--- config.mk ---
export PLATFORM = sky130hd
export DESIGN_NAME = logic_cone_sweeper
export DESIGN_NICKNAME = d
export VERILOG_FILES = /design/src/rtl/logic_cone_sweeper.sv
export SDC_FILE = /design/constraint.sdc
export NUM_CORES = 1
export LEC_CHECK = 0
export BUFFER_PORTS_ARGS = -buffer_cell sky130_fd_sc_hd__buf_2
export CORE_UTILIZATION = 50
export DETAILED_ROUTE_END_ITERATION = 8
export GPL_TIMING_DRIVEN = 0
export PLACE_DENSITY = 0.74
export SYNTH_ARGS = -nofsm -noshare
export SYNTH_HDL_FRONTEND = slang
export SYNTH_SLANG_ARGS = --single-unit
--- constraint.sdc ---
create_clock -name clk -period 2.3 [get_ports clk]
set_clock_uncertainty 0.2 [all_clocks]
set_input_delay 0.115 -clock clk [delete_from_list [all_inputs] [get_ports clk]]
set_output_delay 0.115 -clock clk [all_outputs]
set_load 0.005 [all_outputs]
--- src/rtl/logic_cone_sweeper.sv ---
// Exhaustive self-test sequencer for the 6-input logic cone: sweeps all 64 vectors and checks y against a golden model.
// Optional build macro CONE_STOP_ON_FAIL_EN ends the sweep on the first mismatch.
module logic_cone_sweeper #(
    parameter int SETTLE = 3,
    parameter int ERR_W  = 7
) (
    input  logic             clk,
    input  logic             rst_n,
    input  logic             start,
    input  logic             abort,
    input  logic             y_in,
    output logic [5:0]       vec,
    output logic             exp_y,
    output logic             busy,
    output logic             done,
    output logic [ERR_W-1:0] err_cnt,
    output logic [5:0]       first_fail_vec,
    output logic             first_fail_valid
);

    // state | meaning
    // IDLE  | waiting for start; results from the last sweep held
    // RUN   | driving vec, settling cnt clocks, comparing y_in on the last one

    localparam int CNT_W = (SETTLE > 1) ? $clog2(SETTLE) : 1;
    localparam logic [CNT_W-1:0] CNT_LAST = CNT_W'(SETTLE - 1);

    typedef enum logic {
        IDLE = 1'b0,
        RUN  = 1'b1
    } state_t;

    state_t           state;
    logic [CNT_W-1:0] cnt;

    logic a, b, c, d, e, f;
    logic t1, t2, t3;
    logic compare_edge;
    logic mismatch;
    logic last_vec;
    logic sweep_end;

    assign {a, b, c, d, e, f} = vec;

    // Golden cone: t2 is structurally constant 0, so exp_y is 1 for every vector.
    assign t1    = ~(a & b);
    assign t2    = c & ~d & d;
    assign t3    = ~(e | f);
    assign exp_y = ~(t1 & t2 & t3);

    assign compare_edge = (cnt == CNT_LAST);
    assign mismatch     = (y_in != exp_y);
    assign last_vec     = (vec == 6'd63);

`ifdef CONE_STOP_ON_FAIL_EN
    assign sweep_end = last_vec | mismatch;
`else
    assign sweep_end = last_vec;
`endif

    always_ff @(posedge clk or negedge rst_n) begin
        if (!rst_n) begin
            state            <= IDLE;
            cnt              <= '0;
            vec              <= '0;
            busy             <= 1'b0;
            done             <= 1'b0;
            err_cnt          <= '0;
            first_fail_vec   <= '0;
            first_fail_valid <= 1'b0;
        end else begin
            done <= 1'b0;
            case (state)
                IDLE: begin
                    if (start && !abort) begin
                        state            <= RUN;
                        busy             <= 1'b1;
                        vec              <= '0;
                        cnt              <= '0;
                        err_cnt          <= '0;
                        first_fail_vec   <= '0;
                        first_fail_valid <= 1'b0;
                    end
                end
                RUN: begin
                    // abort wins over the compare that would fall on the same edge
                    if (abort) begin
                        state <= IDLE;
                        busy  <= 1'b0;
                        vec   <= '0;
                        cnt   <= '0;
                    end else if (compare_edge) begin
                        if (mismatch) begin
                            if (err_cnt != {ERR_W{1'b1}}) begin
                                err_cnt <= err_cnt + ERR_W'(1);
                            end
                            if (!first_fail_valid) begin
                                first_fail_vec   <= vec;
                                first_fail_valid <= 1'b1;
                            end
                        end
                        cnt <= '0;
                        if (sweep_end) begin
                            state <= IDLE;
                            busy  <= 1'b0;
                            done  <= 1'b1;
                            vec   <= '0;
                        end else begin
                            vec <= vec + 6'd1;
                        end
                    end else begin
                        cnt <= cnt + CNT_W'(1);
                    end
                end
                default: begin
                    state <= IDLE;
                    busy  <= 1'b0;
                    vec   <= '0;
                    cnt   <= '0;
                end
            endcase
        end
    end

endmodule

==> key figures <==
Finish
  • Synth-to-Final Area Change: 17.2%
  • Reg area: 626 sq um
  • Fillcell total: 226
  • Ratio of cells with drive above 1 in the final layout: 22.0%
  • Design Area, Final: 1540 sq um
  • Multi-input logic area: 637 sq um
  • Ant. Diodes: 0
  • Fin nets: 182

Timing
  • Min Tclk post-route: 1920 ps
  • Slew headroom: 51.9%
  • Max Fclk: 521 MHz
  • Post-route clock period utilization: 83.4%
  • Hold WS: 77.8 ps
  • Fin. Hold Viols: 0
  • Final setup fails: 0
  • RSZ-0062 raised after global routing: false
  • Setup ws final: 382 ps
  • Worst Tran Pin Value: 718 ps
  • Total Neg Setup Slack: 0 ps
  • Number of max-slew violations in the final report: 0

Synthesis
  • Yosys top cell by area: dfrtp_1
  • Syn nets: 148
  • Main synth FF type: dfrtp_1
  • Area share of the largest cell type after synthesis: 47.7%
  • Top cells by count, synth: 25 x dfrtp_1, 18 x o21ai_0, 16 x nand2_1
  • Cells after Synth: 140
  • Netlist cell types: 35
  • FFs w/ async S/R, synth: 100%
  • Sequential share of the synthesized area: 47.7%
  • Synth area leaders: dfrtp_1 48%, o21ai_0 6.9%, nand3_1 5.3%
  • Syn avg cell area: 9.38 sq um
  • Yosys reg bits: 25
  • Cell Area, Synth: 1310 sq um
  • Yosys warns: 0
  • Count leader, synth: dfrtp_1
  • Post-synth EDFFs: 0

Routing
  • Routed WL: 2690 um
  • Remaining antenna violation count: 0
  • Routed len/inst: 13.2 um
  • DRC: 0
  • Via count: 1129
  • TritonRoute pass-1 iters: 4
  • DR iter-0 viols: 23
  • Vias per cell: 5.56

Clocking
  • Worst-path clk slew: 130 ps
  • Clk sink count: 25
  • Clock buffer count from CTS: 3
  • Post-CTS setup repair buffer count: 0
  • H-tree levels: 1
  • CTS tree: done
  • CTS root buf: clkbuf_4
  • CTS Buffer Depth: 2
  • Worst-Skew Late Latency: 330 ps

GRT
  • Vias in the first global route: 1041
  • Grt ovf: 0
  • Initial antenna violation count: 0
  • First-pass GRT wire length: 4520 um
  • Pin count of the biggest net entering global routing: 26
  • Total GRT Usage: 22.1%

Min path
  • Hold WC Path Type: in -> reg

Die
  • Initial Utilization: 53.0%
  • Core Rows: 18
  • Die area: 2830 sq um
  • Die width: 53.2 um
  • Die height: 53.2 um
  • IO Count: 28
  • Core Area: 2480 sq um

Critical path
  • CP top delay family: simple AND/OR/NAND/NOR gates
  • Crit-path slowest cell: dfrtp_1
  • Cell Chain, Critical Path: ha_1 > and4_1 > and3_1 > or4b_1 > nand3_1
  • Crit-path max FO: 7
  • Critical path required time: 2360 ps
  • Critical Path Start Type: flop
  • CP Class: reg -> reg
  • Worst path bufs/invs: 0
  • Setup crit end kind: flop
  • Crit-path max cell delay: 470 ps
  • Worst path arrival time: 1980 ps

Placed design
  • Post-DP Area: 1480 sq um
  • Post-DP HPWL: 1940 um
  • Pre-CTS setup slack: 414 ps
  • Gp weighted congestion: 0.733
  • # port buffers: 26

Outcome
  • Outcome: completed

Pwr
  • Leak: 0.756 nW
  • PD cells: 546 nW/um^2
  • VDD IR max: 0.381 mV

Flow run
  • Max-cap violations: 0
-- cells by family (layout without fill, tap and decap cells) --
| logic type | count (synthesis) | after routing | share of synthesized area, % |
|---|---|---|---|
| AOI/OAI and AO/OA | 35 | 35 | 16.1 |
| adders and majority gates | 3 | 3 | 2.86 |
| buffers and inverters | 10 | 43 | 3.81 |
| DFF | 25 | 25 | 47.7 |
| muxes | 2 | 2 | 1.62 |
| other | 1 | 1 | 0.286 |
| and+or+nand+nor | 64 | 64 | 27.6 |
-- worst paths after layout --
path                       cells past startpoint           endpoint               from  slack (ps)
min in group asynchronous                      2         err_cnt[3]              rst_n          90
min                                            5         err_cnt[4]              start          80
min reg2reg                                    2  first_fail_vec[4]  first_fail_vec[4]         330
max reg2reg                                    5         err_cnt[0]         err_cnt[0]         380
max                                            5         err_cnt[0]         err_cnt[0]         380
max in group asynchronous                      2         err_cnt[6]              rst_n        1430
-- state kept, by name, summed over array words and instances (netlist names) --
name,cells
first_fail_valid,1
done,1
cnt,2
vec,6
busy,1
err_cnt,7
state,1
first_fail_vec,6
-- cell usage in the layout, fill, tap and decap left out, drive strengths merged, types with 2 or more instances in the layout --
cell and count:
and3 3, or4 3, a31oi 2, clkbuf 6
nor2 7, buf 29, dfrtp 25, dlygate4sd3 3
a22o 2, nand2 16, inv 4, nor2b 3
a21oi 6, o21ai 18, o31ai 4, nand3 14
nand2b 9, ha 3
-- layout make-up --
| type | count | share of cell area (%) |
|---|---|---|
| Buffer | 6 | 2.28 |
| Inverter | 4 | 0.976 |
| Clock buffer | 3 | 1.46 |
| Timing Repair Buffer | 29 | 10.4 |
| Multi-Input combinational cell | 105 | 41.4 |
| Tap cell | 30 | 2.44 |
| Clock inverter | 1 | 0.325 |
| Sequential cell | 25 | 40.7 |
-- metal layers --
layer  global-route usage (%)  routed length (um)  up-vias
li1                         -                   -      567
met1                     29.0                1310      527
met2                     34.8                1220       29
met3                     2.87                 109        6
met4                     11.8                  51        0
met5                        0                   0        -
-- report_power, final --
| group | switching (mW) | total (mW) | internal (mW) |
|---|---|---|---|
| combinational | 0.0812 | 0.146 | 0.0645 |
| clock | 0.135 | 0.200 | 0.0651 |
| sequential | 0.0300 | 0.494 | 0.464 |
| total | 0.246 | 0.840 | 0.594 |
-- repair_timing --
action                    4_1_cts  5_1_grt
resized for setup               0        0
hold endpoints to repair       27        0
hold buffers                    3        0
-- through the flow --
| stage | instances | total power [mW] | util [%] |
|---|---|---|---|
| floorplan | 140 | 0.588 | - |
| global placement | 196 | 0.638 | 59.7 |
| detailed placement | 196 | 0.646 | 59.7 |
| CTS | 203 | 0.845 | 62.1 |
| global route | 203 | 0.883 | 62.1 |
| finish | 203 | 0.840 | 62.1 |
-- worst min-delay path, stage by stage --
cell,delay (ps)
buf_2,120
nand2b_4,70
a21oi_1,90
a21oi_1,120
nor2_1,50
No activity file was read; power rests on OpenSTA's default activity.
